File: src/rtl/load_writeback_unit_pkg.sv
// Shared types and helpers for the load/writeback path.
//   state_t   : load unit FSM states
//   SZ_*      : request size codes (also the register file write_en codes)
//   lane_sel  : big-endian byte-lane select for a size/offset pair
package bexkat_load_pkg;

    typedef enum logic [1:0] {
        IDLE = 2'd0,
        BUS  = 2'd1,
        WB   = 2'd2
    } state_t;

    localparam logic [1:0] SZ_BYTE = 2'b01;
    localparam logic [1:0] SZ_HALF = 2'b10;
    localparam logic [1:0] SZ_WORD = 2'b11;

    // Offset 0 is the most significant lane (data[31:24]).
    function automatic logic [3:0] lane_sel(input logic [1:0] size, input logic [1:0] off);
        logic [3:0] sel;
        case (size)
            SZ_BYTE: sel = 4'b1000 >> off;
            SZ_HALF: sel = off[1] ? 4'b0011 : 4'b1100;
            SZ_WORD: sel = 4'b1111;
            default: sel = 4'b0000;
        endcase
        return sel;
    endfunction

endpackage

File: src/rtl/load_align.sv
// Combinational extraction of the addressed byte/halfword/word from a
// big-endian bus word, right-justified and zero-extended.
//   dat_i    : raw bus read data
//   size_i   : size code (byte/half/word)
//   offset_i : byte offset within the word (addr[1:0])
//   data_o   : aligned, zero-extended result
module load_align
    import bexkat_load_pkg::*;
#(
    parameter int WIDTH = 32
) (
    input  logic [WIDTH-1:0] dat_i,
    input  logic [1:0]       size_i,
    input  logic [1:0]       offset_i,
    output logic [WIDTH-1:0] data_o
);

    logic [7:0]  byte_lane;
    logic [15:0] half_lane;

    always_comb begin
        case (offset_i)
            2'd0:    byte_lane = dat_i[31:24];
            2'd1:    byte_lane = dat_i[23:16];
            2'd2:    byte_lane = dat_i[15:8];
            default: byte_lane = dat_i[7:0];
        endcase
        half_lane = offset_i[1] ? dat_i[15:0] : dat_i[31:16];
    end

    always_comb begin
        case (size_i)
            SZ_BYTE: data_o = {{(WIDTH-8){1'b0}}, byte_lane};
            SZ_HALF: data_o = {{(WIDTH-16){1'b0}}, half_lane};
            default: data_o = dat_i;
        endcase
    end

endmodule

File: src/rtl/load_writeback_unit.sv
// Load stage feeding the register file write port. Takes one load request,
// runs a single cyc/stb/ack bus read, aligns the result and writes it back
// for one cycle. Bus error, misalignment and timeout give a fault pulse.
//   req_*    : load request handshake (accepted only in IDLE)
//   bus_*    : bus master read port (word addressed, byte lane selects)
//   rf_*     : register file write port (write_en carries the size code)
//   done_o   : one-cycle pulse on a completed writeback
//   fault_o  : one-cycle pulse on a rejected or failed request
//   busy_o   : state is not IDLE
//
// state | meaning
// IDLE  | ready for a request; misaligned/illegal requests fault here
// BUS   | bus cycle in flight, waiting for ack/err/timeout
// WB    | register file write presented for one cycle
module load_writeback_unit
    import bexkat_load_pkg::*;
#(
    parameter int WIDTH   = 32,
    parameter int COUNTP  = 4,
    parameter int TIMEOUT = 255
) (
    input  logic              clk_i,
    input  logic              rst_i,
    input  logic              req_valid_i,
    output logic              req_ready_o,
    input  logic [WIDTH-1:0]  req_addr_i,
    input  logic [1:0]        req_size_i,
    input  logic [COUNTP-1:0] req_dest_i,
    output logic              bus_cyc_o,
    output logic              bus_stb_o,
    output logic              bus_we_o,
    output logic [WIDTH-1:0]  bus_adr_o,
    output logic [3:0]        bus_sel_o,
    input  logic [WIDTH-1:0]  bus_dat_i,
    input  logic              bus_ack_i,
    input  logic              bus_err_i,
    output logic [COUNTP-1:0] rf_write_addr_o,
    output logic [WIDTH-1:0]  rf_write_data_o,
    output logic [1:0]        rf_write_en_o,
    output logic              done_o,
    output logic              fault_o,
    output logic              busy_o
);

    localparam int CW = $clog2(TIMEOUT + 1);

    state_t            state_q, state_d;
    logic [CW-1:0]     cnt_q, cnt_d;
    logic              cyc_q, cyc_d;
    logic [WIDTH-1:0]  adr_q, adr_d;
    logic [3:0]        sel_q, sel_d;
    logic [1:0]        off_q, off_d;
    logic [1:0]        size_q, size_d;
    logic [COUNTP-1:0] dest_q, dest_d;
    logic [COUNTP-1:0] waddr_q, waddr_d;
    logic [WIDTH-1:0]  wdata_q, wdata_d;
    logic [1:0]        we_q, we_d;
    logic              done_q, done_d;
    logic              fault_q, fault_d;

    logic [WIDTH-1:0]  aligned;
    logic              misaligned;
    logic              timed_out;

    load_align #(.WIDTH(WIDTH)) u_align (
        .dat_i    (bus_dat_i),
        .size_i   (size_q),
        .offset_i (off_q),
        .data_o   (aligned)
    );

    always_comb begin
        misaligned = (req_size_i == 2'b00)
                  || (req_size_i == SZ_HALF && req_addr_i[0])
                  || (req_size_i == SZ_WORD && req_addr_i[1:0] != 2'b00);
    end

    // Last permitted wait cycle: the counter starts at 0 on the first BUS cycle.
    assign timed_out = (cnt_q == CW'(TIMEOUT - 1));

    always_ff @(posedge clk_i or posedge rst_i) begin
        if (rst_i) begin
            state_q <= IDLE;
            cnt_q   <= '0;
            cyc_q   <= 1'b0;
            adr_q   <= '0;
            sel_q   <= '0;
            off_q   <= '0;
            size_q  <= '0;
            dest_q  <= '0;
            waddr_q <= '0;
            wdata_q <= '0;
            we_q    <= '0;
            done_q  <= 1'b0;
            fault_q <= 1'b0;
        end else begin
            state_q <= state_d;
            cnt_q   <= cnt_d;
            cyc_q   <= cyc_d;
            adr_q   <= adr_d;
            sel_q   <= sel_d;
            off_q   <= off_d;
            size_q  <= size_d;
            dest_q  <= dest_d;
            waddr_q <= waddr_d;
            wdata_q <= wdata_d;
            we_q    <= we_d;
            done_q  <= done_d;
            fault_q <= fault_d;
        end
    end

    always_comb begin
        state_d = state_q;
        cnt_d   = cnt_q;
        cyc_d   = 1'b0;
        adr_d   = adr_q;
        sel_d   = sel_q;
        off_d   = off_q;
        size_d  = size_q;
        dest_d  = dest_q;
        waddr_d = waddr_q;
        wdata_d = wdata_q;
        we_d    = 2'b00;
        done_d  = 1'b0;
        fault_d = 1'b0;

        case (state_q)
            IDLE: begin
                if (req_valid_i) begin
                    if (misaligned) begin
                        fault_d = 1'b1;
                    end else begin
                        adr_d   = {req_addr_i[WIDTH-1:2], 2'b00};
                        sel_d   = lane_sel(req_size_i, req_addr_i[1:0]);
                        off_d   = req_addr_i[1:0];
                        size_d  = req_size_i;
                        dest_d  = req_dest_i;
                        cnt_d   = '0;
                        cyc_d   = 1'b1;
                        state_d = BUS;
                    end
                end
            end
            BUS: begin
                if (bus_err_i || (!bus_ack_i && timed_out)) begin
                    fault_d = 1'b1;
                    state_d = IDLE;
                end else if (bus_ack_i) begin
                    we_d    = size_q;
                    waddr_d = dest_q;
                    wdata_d = aligned;
                    done_d  = 1'b1;
                    state_d = WB;
                end else begin
                    cyc_d = 1'b1;
                    cnt_d = cnt_q + 1'b1;
                end
            end
            WB: begin
                state_d = IDLE;
            end
            default: begin
                state_d = IDLE;
            end
        endcase
    end

    assign req_ready_o     = (state_q == IDLE);
    assign busy_o          = (state_q != IDLE);
    assign bus_cyc_o       = cyc_q;
    assign bus_stb_o       = cyc_q;
    assign bus_we_o        = 1'b0;
    assign bus_adr_o       = adr_q;
    assign bus_sel_o       = sel_q;
    assign rf_write_addr_o = waddr_q;
    assign rf_write_data_o = wdata_q;
    assign rf_write_en_o   = we_q;
    assign done_o          = done_q;
    assign fault_o         = fault_q;

endmodule

File: config.mk
export PLATFORM = sky130hd
export DESIGN_NAME = load_writeback_unit
export DESIGN_NICKNAME = d
export VERILOG_FILES = /design/src/rtl/load_writeback_unit_pkg.sv /design/src/rtl/load_align.sv /design/src/rtl/load_writeback_unit.sv
export SDC_FILE = /design/constraint.sdc
export NUM_CORES = 1
export LEC_CHECK = 0
export ABC_AREA = 1
export CORE_MARGIN = 4
export CORE_UTILIZATION = 48
export DETAILED_ROUTE_END_ITERATION = 8
export GPL_TIMING_DRIVEN = 0
export PLACE_DENSITY = 0.85
export SYNTH_ARGS = -nofsm -noshare
export SYNTH_HDL_FRONTEND = slang
export SYNTH_SLANG_ARGS = --single-unit
File: constraint.sdc
create_clock -name clk_i -period 8.6 [get_ports clk_i]
set_clock_uncertainty 0.1 [all_clocks]
set_input_delay 1.72 -clock clk_i [delete_from_list [all_inputs] [get_ports clk_i]]
set_output_delay 1.72 -clock clk_i [all_outputs]
set_load 0.02 [all_outputs]
==> metrics.md <==
| Metric | Value |
|---|---|
| Status | `complete, no violations` |
| Crit path launch type | `register` |
| CP Max Fanout | `3` |
| Max_cap viols | `0` |
| Power Density | `255 nW/um^2` |
| Hold Fails Final Rpt | `0` |
| R2R setup slack | `6.69 ns` |
| Placeable Area | `8680 sq um` |
| HP Class | `register to register` |
| Maximum root-to-sink buffer count | `2` |
| Clock sink total | `93` |
| DRT iter0 DRCs | `202` |
| Filler instances | `703` |
| Final net count | `around 770` |
| Initial antenna violation count | `0` |
| Critical Path RT | `between 6 and 7 ns` |
| Die Y-Extent | `102 um` |
| Number of cell rows | `34` |
| Worst Setup End Kind | `primary output` |
| Setup violations, final | `0` |
| Finished Cell Area | `6170 sq um` |
| DRC viols | `0` |
| Synth cell types | `28` |
| Placed Area | `approximately 6000 sq um` |
| CP arrival | `between 1.5 and 2 ns` |
| CTS tree | `built` |
| Mapped Cells | `529` |
| Setup bufs post-CTS | `0` |
| Post-Syn Area | `4280 sq um` |
| Drt wl/cell | `14.6 um` |
| Area of the multi-input gates | `about 1700 sq um` |
| Clock buffer count from CTS | `9` |
| Crit Path Class | `register to primary output` |
| RSZ-0062 raised after global routing | `no` |
| P_leak | `between 0.003 and 0.004 uW` |
| Slowest CP cell | `clkdlybuf4s50_1` |
| Share of cells above drive strength 1 | `0.0614` |
| Hold Crit Depth | `2` |
| Placed wire-length estimate | `9190 um` |
| Max Slew Vio Count | `0` |
| Slowest stage delay, CP | `around 0.60 ns` |
| Post-cts resize count | `0` |
| Width of the die | `102 um` |
| FF+latch area | `2330 sq um` |
| Die ar. | `10,500 sq um` |
| H-Tree Level Count | `3` |
| Gr usage total | `0.237` |
| Slew @ Worst Pin | `0.521 ns` |
| First-pass GRT wire length | `between 15,000 and 20,000 um` |
| Synth Flop Type | `dfrtp_1` |
| 1st-pass router iterations | `5` |
| Total number of vias | `4,197` |
| Largest area contributor in the netlist | `dfrtp_1` |
| Ports | `between 150 and 200` |
| Final period utilization | `0.397` |
| Pin count of the biggest net entering global routing | `74` |
| CTS Hold Bufs | `0` |
| Clk slew on worst S/H paths | `0.09 ns` |
| Post-synth top area share | `0.544` |
| Relative slew slack | `0.651` |
| N_diodes | `0` |
| Starting Density | `0.493` |
| Ys async rst share | `1.00` |
| CP dominant cell by count | `inv_1` |
| Maximum vdd drop | `between 0.1 and 0.15 mV` |
| Yosys warns | `0` |
| Clock Latency Late Sink | `0.35 ns` |
| Antenna-violating nets left | `0` |
| Final setup TNS | `0 ns` |
| Commonest cells post-synth | `nand2_1 (210), dfrtp_1 (93), nand3_1 (52)` |
| Cell with the most instances after synthesis | `nand2_1` |
| Grt ovf | `0` |
| Avg Synthesized Cell Area | `8.09 sq um` |
| Number of global-route vias before repair | `4,190` |
| Final WL | `11,800 um` |
| Final Wtd Congestion | `0.925` |
| Root Buffer Master | `clkbuf_8` |
| Port Buf Inserts | `about 150` |
| Ranking of synthesized cells by area | `dfrtp_1 (54%), nand2_1 (18%), nand3_1 (6.1%), o21ai_0 (3.9%), inv_1 (3.5%)` |
| #FFs+latches synth | `93` |
| Tmin final | `3.42 ns` |
| R2R cell count | `9` |
| Sequential element share of the synthesized area | `0.544` |
| Worst-path cell chain | `inv_1 > nand2_1 > inv_1 > clkdlybuf4s50_1` |
| Post-synth EDFFs | `0` |
| Via/cell ratio | `5.19` |
| P&R area growth vs syn | `44.2%` |
| F_max | `a little under 300 MHz` |
## registers in the layout, indices dropped and copies added, names as in the netlist
name	flops
done_o	1
size_q	2
bus_sel_o	4
off_q	2
rf_write_data_o	32
rf_write_addr_o	4
dest_q	4
bus_adr_o	30
fault_o	1
cnt_q	8
state_q	2
rf_write_en_o	2
bus_cyc_o	1
## logic make-up after synthesis
kind of cell,Yosys count,share of synthesized area
AO/OA/AOI/OAI,64,0.0883
XOR/XNOR,3,0.00614
adder cells (fa/ha/maj),4,0.0117
buffers and inverters,71,0.0705
flip-flops,93,0.544
other,1,0.000877
AND/OR/NAND/NOR,293,0.278
## path summary, 6_finish.rpt
| check | end | start |
|---|---|---|
| hold reg to reg | bus_adr_o[8] | bus_adr_o[8] |
| hold / removal | bus_adr_o[8] | bus_adr_o[8] |
| setup / recovery | req_ready_o | state_q[1] |
| setup reg to reg | rf_write_data_o[2] | size_q[0] |
| max in group asynchronous | bus_adr_o[19] | rst_i |
| min in group asynchronous | rf_write_data_o[10] | rst_i |
## power by group
part           leakage (uW)  switching, uW  internal, uW  total, uW
combinational       0.00174            359           298        657
sequential          0.00119           69.5           551        621
clock             0.0000895            157           137        293
## layout by cell type (no fill, tap or decap)
| cell | synthesis | routed |
|---|---|---|
| clkdlybuf4s50_1 | 0 | 152 |
| inv_4 | 0 | 1 |
| nor3b_1 | 1 | 1 |
| ha_1 | 4 | 4 |
| clkinvlp_4 | 0 | 3 |
| nand4_1 | 2 | 2 |
| nand2_1 | 210 | 210 |
| o21ai_0 | 33 | 33 |
| o21ai_4 | 1 | 1 |
| o2111ai_1 | 1 | 1 |
| buf_16 | 0 | 1 |
| o21bai_1 | 1 | 1 |
| buf_4 | 4 | 4 |
| nor3_1 | 6 | 6 |
| bufinv_16 | 0 | 1 |
| buf_2 | 16 | 16 |
| a31oi_1 | 4 | 4 |
| nand3_1 | 52 | 52 |
| o21ai_1 | 6 | 6 |
| o31ai_1 | 4 | 4 |
| nor2_1 | 18 | 18 |
| inv_1 | 40 | 39 |
| a21oi_1 | 4 | 4 |
| nand2_2 | 3 | 3 |
| xnor2_1 | 1 | 1 |
| conb_1 | 1 | 3 |
| inv_2 | 1 | 1 |
| clkbuf_1 | 10 | 11 |
| o211ai_1 | 2 | 2 |
| a22oi_1 | 8 | 8 |
| inv_6 | 0 | 2 |
| xor2_1 | 2 | 2 |
| clkbuf_8 | 0 | 9 |
| nor2_2 | 1 | 1 |
| dfrtp_1 | 93 | 93 |
## final cells by class
class                           count  share of cell area
Inverter                           41              0.0253
Multi-Input combinational cell    367               0.269
Clock buffer                       10              0.0207
Clock inverter                      6              0.0114
Buffer                             30              0.0239
Sequential cell                    93               0.377
Timing Repair Buffer              153               0.251
Tap cell                          108              0.0219
## stage by stage
step	setup slack (ns)	hold slack [ns]	power, uW	utilization	instances
after floorplan	4.36	0.342	959	-	531
after global placement	3.04	0.353	1270	0.685	791
after detailed placement	5.16	0.360	1290	0.688	792
after CTS	5.15	0.384	1580	0.711	808
after global routing	5.10	0.402	1680	0.711	808
final	5.18	0.382	1570	0.711	808
## worst max-delay path, delay by kind of cell, from the launching register on
family                 cells  cell delay, ns
buffers and inverters      3            0.74
DFF                        1            0.40
and+or+nand+nor            1            0.12
## per-layer routing
metal	vias to the layer above	track usage	wire length, um	share of wire
met2	221	0.393	5520	0.47
met4	0	0.0706	212	0.018
met5	-	0	0	0
met3	20	0.0826	1560	0.13
met1	1940	0.295	4510	0.38
li1	2016	-	-	-
Power figures use the tool's default switching activity.
